<file path="src/rtl/dram_req_queue.sv">
// dram_req_queue
// In-order request buffer between the memory controller (upstream) and the
// dram model (downstream). Controller read/write bursts are stored in a
// DEPTH-entry FIFO and issued to dram one at a time; read data and write
// completions are returned to the controller in issue order.
//
// Ports
//   clk, rst                      clock, synchronous active-high reset
//   mem_addr/mem_read_en/
//   mem_write_en/mem_wdata        controller request (1-cycle enable pulses)
//   mem_ready                     queue can accept a request (combinational)
//   mem_complete                  write completion pulse
//   mem_rdata/mem_valid           read data and its valid pulse
//   dram_addr/dram_read_en/
//   dram_write_en/dram_wdata      issued request (1-cycle enable pulses)
//   dram_ready                    dram can accept a request
//   dram_complete                 dram write done pulse
//   dram_rdata/dram_valid         dram read data and its valid pulse
//   occupancy                     queued entries, not counting the in-flight one
//   err                           sticky protocol error, cleared only by rst
module dram_req_queue #(
    parameter int ADDRESS_LEN        = 32,
    parameter int BURST_ACCESS_WIDTH = 256,
    parameter int DEPTH              = 4
) (
    input  logic                          clk,
    input  logic                          rst,
    input  logic [ADDRESS_LEN-1:0]        mem_addr,
    input  logic                          mem_read_en,
    input  logic                          mem_write_en,
    input  logic [BURST_ACCESS_WIDTH-1:0] mem_wdata,
    output logic                          mem_ready,
    output logic                          mem_complete,
    output logic [BURST_ACCESS_WIDTH-1:0] mem_rdata,
    output logic                          mem_valid,
    output logic [ADDRESS_LEN-1:0]        dram_addr,
    output logic                          dram_read_en,
    output logic                          dram_write_en,
    output logic [BURST_ACCESS_WIDTH-1:0] dram_wdata,
    input  logic                          dram_ready,
    input  logic                          dram_complete,
    input  logic [BURST_ACCESS_WIDTH-1:0] dram_rdata,
    input  logic                          dram_valid,
    output logic [$clog2(DEPTH+1)-1:0]    occupancy,
    output logic                          err
);

    localparam int PTR_W = $clog2(DEPTH);
    localparam int OCC_W = $clog2(DEPTH+1);
    localparam logic [OCC_W-1:0] FULL_OCC = OCC_W'(DEPTH);

    typedef enum logic [1:0] {IDLE, WAIT_RD, WAIT_WR} state_t;

    // FIFO storage, one entry = {is_write, addr, wdata}
    logic                          r_fifo_wr   [DEPTH];
    logic [ADDRESS_LEN-1:0]        r_fifo_addr [DEPTH];
    logic [BURST_ACCESS_WIDTH-1:0] r_fifo_data [DEPTH];

    logic [PTR_W-1:0]              r_wr_ptr;
    logic [PTR_W-1:0]              r_rd_ptr;
    logic [OCC_W-1:0]              r_occ;
    logic                          r_err;
    state_t                        r_state;

    logic                          r_dram_read_en;
    logic                          r_dram_write_en;
    logic [ADDRESS_LEN-1:0]        r_dram_addr;
    logic [BURST_ACCESS_WIDTH-1:0] r_dram_wdata;
    logic                          r_mem_valid;
    logic                          r_mem_complete;
    logic [BURST_ACCESS_WIDTH-1:0] r_mem_rdata;

    logic w_req;
    logic w_push;
    logic w_pop;
    logic w_req_err;
    logic w_rsp_err;

    // A full queue refuses input even when the head is popped this cycle.
    assign mem_ready = (r_occ != FULL_OCC) && !rst;

    assign w_req  = mem_read_en | mem_write_en;
    assign w_push = w_req && mem_ready;
    assign w_pop  = (r_state == IDLE) && (r_occ != '0) && dram_ready;

    // Conflicting enables keep the write; any refused request is an error.
    assign w_req_err = (mem_read_en && mem_write_en) || (w_req && !mem_ready);

    // A response the FSM is not waiting for is dropped and flagged.
    assign w_rsp_err = (dram_valid    && (r_state != WAIT_RD)) ||
                       (dram_complete && (r_state != WAIT_WR));

    always_ff @(posedge clk) begin
        if (w_push) begin
            r_fifo_wr[r_wr_ptr]   <= mem_write_en;
            r_fifo_addr[r_wr_ptr] <= mem_addr;
            r_fifo_data[r_wr_ptr] <= mem_write_en ? mem_wdata : '0;
        end
    end

    always_ff @(posedge clk) begin
        if (rst) begin
            r_wr_ptr <= '0;
            r_rd_ptr <= '0;
            r_occ    <= '0;
            r_err    <= 1'b0;
        end else begin
            if (w_push) r_wr_ptr <= r_wr_ptr + PTR_W'(1);
            if (w_pop)  r_rd_ptr <= r_rd_ptr + PTR_W'(1);
            case ({w_push, w_pop})
                2'b10:   r_occ <= r_occ + OCC_W'(1);
                2'b01:   r_occ <= r_occ - OCC_W'(1);
                default: r_occ <= r_occ;
            endcase
            if (w_req_err || w_rsp_err) r_err <= 1'b1;
        end
    end

    // Issue FSM: one request outstanding at dram, outputs registered.
    always_ff @(posedge clk) begin
        if (rst) begin
            r_state         <= IDLE;
            r_dram_read_en  <= 1'b0;
            r_dram_write_en <= 1'b0;
            r_dram_addr     <= '0;
            r_dram_wdata    <= '0;
            r_mem_valid     <= 1'b0;
            r_mem_complete  <= 1'b0;
            r_mem_rdata     <= '0;
        end else begin
            r_dram_read_en  <= 1'b0;
            r_dram_write_en <= 1'b0;
            r_mem_valid     <= 1'b0;
            r_mem_complete  <= 1'b0;
            case (r_state)
                IDLE: begin
                    if (w_pop) begin
                        r_dram_addr  <= r_fifo_addr[r_rd_ptr];
                        r_dram_wdata <= r_fifo_data[r_rd_ptr];
                        if (r_fifo_wr[r_rd_ptr]) begin
                            r_dram_write_en <= 1'b1;
                            r_state         <= WAIT_WR;
                        end else begin
                            r_dram_read_en  <= 1'b1;
                            r_state         <= WAIT_RD;
                        end
                    end
                end
                WAIT_RD: begin
                    if (dram_valid) begin
                        r_mem_rdata <= dram_rdata;
                        r_mem_valid <= 1'b1;
                        r_state     <= IDLE;
                    end
                end
                WAIT_WR: begin
                    if (dram_complete) begin
                        r_mem_complete <= 1'b1;
                        r_state        <= IDLE;
                    end
                end
                default: r_state <= IDLE;
            endcase
        end
    end

    assign mem_complete  = r_mem_complete;
    assign mem_rdata     = r_mem_rdata;
    assign mem_valid     = r_mem_valid;
    assign dram_addr     = r_dram_addr;
    assign dram_read_en  = r_dram_read_en;
    assign dram_write_en = r_dram_write_en;
    assign dram_wdata    = r_dram_wdata;
    assign occupancy     = r_occ;
    assign err           = r_err;

endmodule

</file>
<file path="config.mk">
export PLATFORM = sky130hd
export DESIGN_NAME = dram_req_queue
export DESIGN_NICKNAME = d
export VERILOG_FILES = /design/src/rtl/dram_req_queue.sv
export SDC_FILE = /design/constraint.sdc
export NUM_CORES = 2
export LEC_CHECK = 0
export ABC_AREA = 0
export CORE_AREA = 2 2 429 431
export DETAILED_ROUTE_END_ITERATION = 10
export DIE_AREA = 0 0 431 433
export PLACE_DENSITY = 0.63
export SLEW_MARGIN = 20
export SYNTH_ARGS = -nofsm -noshare
export SYNTH_HDL_FRONTEND = slang
export SYNTH_SLANG_ARGS = --single-unit
</file>
<file path="constraint.sdc">
create_clock -name clk -period 12.81 [get_ports clk]
set_input_delay 2.562 -clock clk [delete_from_list [all_inputs] [get_ports clk]]
set_output_delay 2.562 -clock clk [all_outputs]
set_load 0.02 [all_outputs]
</file>
==> results by group <==
Status
  • Outcome: finished, final reports clean

Synth
  • Yosys top cell area share: 54.8%
  • Cell taking the most area after synthesis: edfxtp_1
  • Yosys warns: 0
  • Synth top cells by count: edfxtp_1 (1156), dfxtp_1 (560), a21oi_1 (548)
  • Syn avg cell area: 14.7 µm²
  • Most common cell in the netlist: edfxtp_1
  • Ranking of synthesized cells by area: edfxtp_1 (55%), dfxtp_1 (18%), mux4_2 (10%), a21oi_1 (4.3%), nand2_1 (3.0%)
  • Synth Net Count: around 5k
  • Cells after synthesis: between 4k and 5k
  • Unique cell type count in the Yosys netlist: 36
  • Seq/Total Area, Yosys: 72.4%
  • Synthesized area: approximately 63000 µm²
  • Number of synthesized flops with an enable pin: around 1.2k
  • FFs w/ async S/R, synth: 0%
  • Top_reg_cell synth: edfxtp_1
  • Synthesis-stage register bit count: 1716

Global routing
  • Vias in the first global route: 40.4k
  • First-pass GRT wire length: 295000 µm
  • Initial antenna violation count: 34
  • Grt ovf: 0
  • GRT Total Usage: 22.0%
  • Largest net degree at the start of global routing: 197

Timing
  • Worst Skew: roughly 0.057 ns
  • Achievable Freq: 156 MHz
  • Setup TNS: 0 ns
  • Slew margin rel.: 23.0%
  • Min Clock Period, post-route: between 6 and 7 ns
  • Final setup viols: 0
  • RSZ-0062 raised after global routing: no
  • Slew Limit Fails: 0
  • Slew @ Worst Pin: 1.16 ns
  • Hold Fails Final Rpt: 0
  • Period utilisation layout: 50.1%
  • Hold WS: 0.451 ns

Setup path
  • Worst Path Max Fanout: about 130
  • WP buf/inv: 2
  • Critical Path Start Type: input port
  • Slowest cell on crit path: buf_8
  • Critical path cell sequence: buf_8 > nor2_1 > clkdlybuf4s50_1
  • Delay-heaviest family, CP: buffers and inverters
  • Max incr delay on CP: 0.58 ns
  • Crit end category: primary output
  • WS Path Type: input port to primary output
  • Crit path DAT: approximately 3.9 ns
  • Critical path required time: 10.25 ns

Clock tree
  • CTS Buf Count: 180
  • Clock transition at path regs: ~0.06 ns
  • CTS H-Tree Depth: 4
  • Sink Count: 1716
  • Clock latency at the later pin of the worst-skew pair: 0.83 ns
  • Setup Buffers After CTS: 0
  • Resized Gates After CTS: 0
  • CTS max path bufs: 3
  • Root Buffer: clkbuf_16
  • CTS tree: yes
  • Cts hold-fix bufs: 0

Floorplan
  • Die Y: 433 µm
  • Die Wd: 431 µm
  • I/O pin count: 1104
  • Cell Rows: 157
  • Initial Util: 34.8%
  • Die Footprint: about 190000 µm²
  • Core area: 182000 µm²

Drt
  • Post-route ant nets: 0
  • TritonRoute pass-1 iters: 5
  • Post-route DRC: 0
  • 1st-iter DRT viols: 3087
  • DR vias: 40.3k
  • Routed len/inst: 26.9 µm
  • Drt total wl: 212000 µm
  • Avg Vias per Cell: 5.13

Power
  • Total Power: 16.4 mW
  • Internal power: 11.3 mW
  • Peak supply drop: 0.296 mV
  • Power Dens Cells: around 200 nW/µm²
  • Combinational share of power: between 20 and 30%
  • Net Sw Frac: 31.2%
  • Reg power frac: 42.9%
  • Clock share of power: 31.7%
  • Switching power: 5.14 mW
  • Static Leak: 26.1 nW

Placed design
  • Dpl cells: 7495
  • Post-DP Area: 76600 µm²
  • Hpwl dp: 139000 µm
  • RePlAce Congestion: 0.886
  • Port bufs: 1103

Cells and area
  • P&R area growth vs syn: 30.2%
  • Register area: 45900 µm²
  • FILL cells: 16.1k
  • Final std cells w/o fill: 7855
  • Area of the multi-input gates: 16100 µm²
  • Fraction of layout cells with a size suffix above 1: 11.2%
  • Final #Nets: 5849
  • Design Area, Final: 82600 µm²

Worst hold path
  • Min-delay worst type: flop to flop

Flow run
  • Max Cap Viol: 0
power groups by stage:
stage / Combinational, mW / Clock [mW] / Sequential [mW]
global route: 4.44 / 5.55 / 7.10
detailed placement: 4.24 / 0 / 7.16
global placement: 4.22 / 0 / 7.13
finish: 4.18 / 5.22 / 7.05
floorplan: 2.11 / 0 / 7.54
CTS: 4.25 / 5.34 / 7.05
tightest hold or removal path, cell delays in order (launching register included):
cell	delay (ns)
dfxtp_1	0.31
nand2_1	0.05
a21oi_1	0.05
final cells by class:
type,instances,share of cell area [%]
antenna,20,0.0606
clock buffer,262,6.10
clock inverter,78,1.10
inverter,9,0.0409
multi-input combinational,2233,19.5
sequential,1716,55.6
tap,2385,3.61
timing repair buffer,1152,14.0
flip-flops by register name (all words and copies together) (netlist names), 2 cells and up, named ones only:
signal       cells
r_fifo_wr        4
dram_wdata     256
mem_rdata      256
r_rd_ptr         2
occupancy        3
dram_addr       32
r_fifo_addr    128
r_wr_ptr         2
r_state          2
r_fifo_data   1024
worst paths after layout:
| kind | start | end | slack, ns | depth (start not counted) |
|---|---|---|---|---|
| worst min-delay path | mem_rdata[244] | mem_rdata[244] | 0.45 | 2 |
| worst min register to register | mem_rdata[244] | mem_rdata[244] | 0.45 | 2 |
| worst max-delay path | rst | mem_ready | 6.39 | 3 |
| worst max register to register | occupancy[0] | r_fifo_data[2][183] | 8.39 | 5 |
per-stage QoR:
stage	worst slack [ns]	utilization (%)
after floorplan	2.37	-
after global placement	5.66	42.0
after detailed placement	5.58	42.0
after CTS	6.26	45.3
after global routing	6.24	45.3
final	6.39	45.3
metal layers:
metal / GRT usage [%] / up-vias / share of wire (%)
met1: 24.7 / 20542 / 37
met5: 0 / - / 0.046
li1: - / 18036 / -
met2: 38.8 / 1337 / 52
met4: 12.9 / 16 / 6.2
met3: 4.22 / 387 / 5.2
cell usage in the layout (no fill, tap or decap), types with 22 or more instances in the layout:
cell,synthesis,final
a21oi_1,548,548
and2_1,260,256
buf_4,8,37
clkbuf_1,246,60
clkbuf_16,0,180
clkbuf_8,0,22
clkdlybuf4s50_1,0,1101
clkinv_2,0,26
dfxtp_1,560,558
edfxtp_1,1156,1156
mux4_2,289,289
nand2_1,513,513
nand3_1,289,289
o21ai_0,292,292
logic make-up after synthesis:
logic type	count (synthesis)	synth area share, %
XOR/XNOR	2	0.0276
AND/OR/NAND/NOR	1089	8.13
adder cells (fa/ha/maj)	6	0.130
flip-flops	1716	72.4
buffers and inverters	351	2.27
AO/OA/AOI/OAI	845	6.70
multiplexers	291	10.3
(Power assumes the default switching activity.)
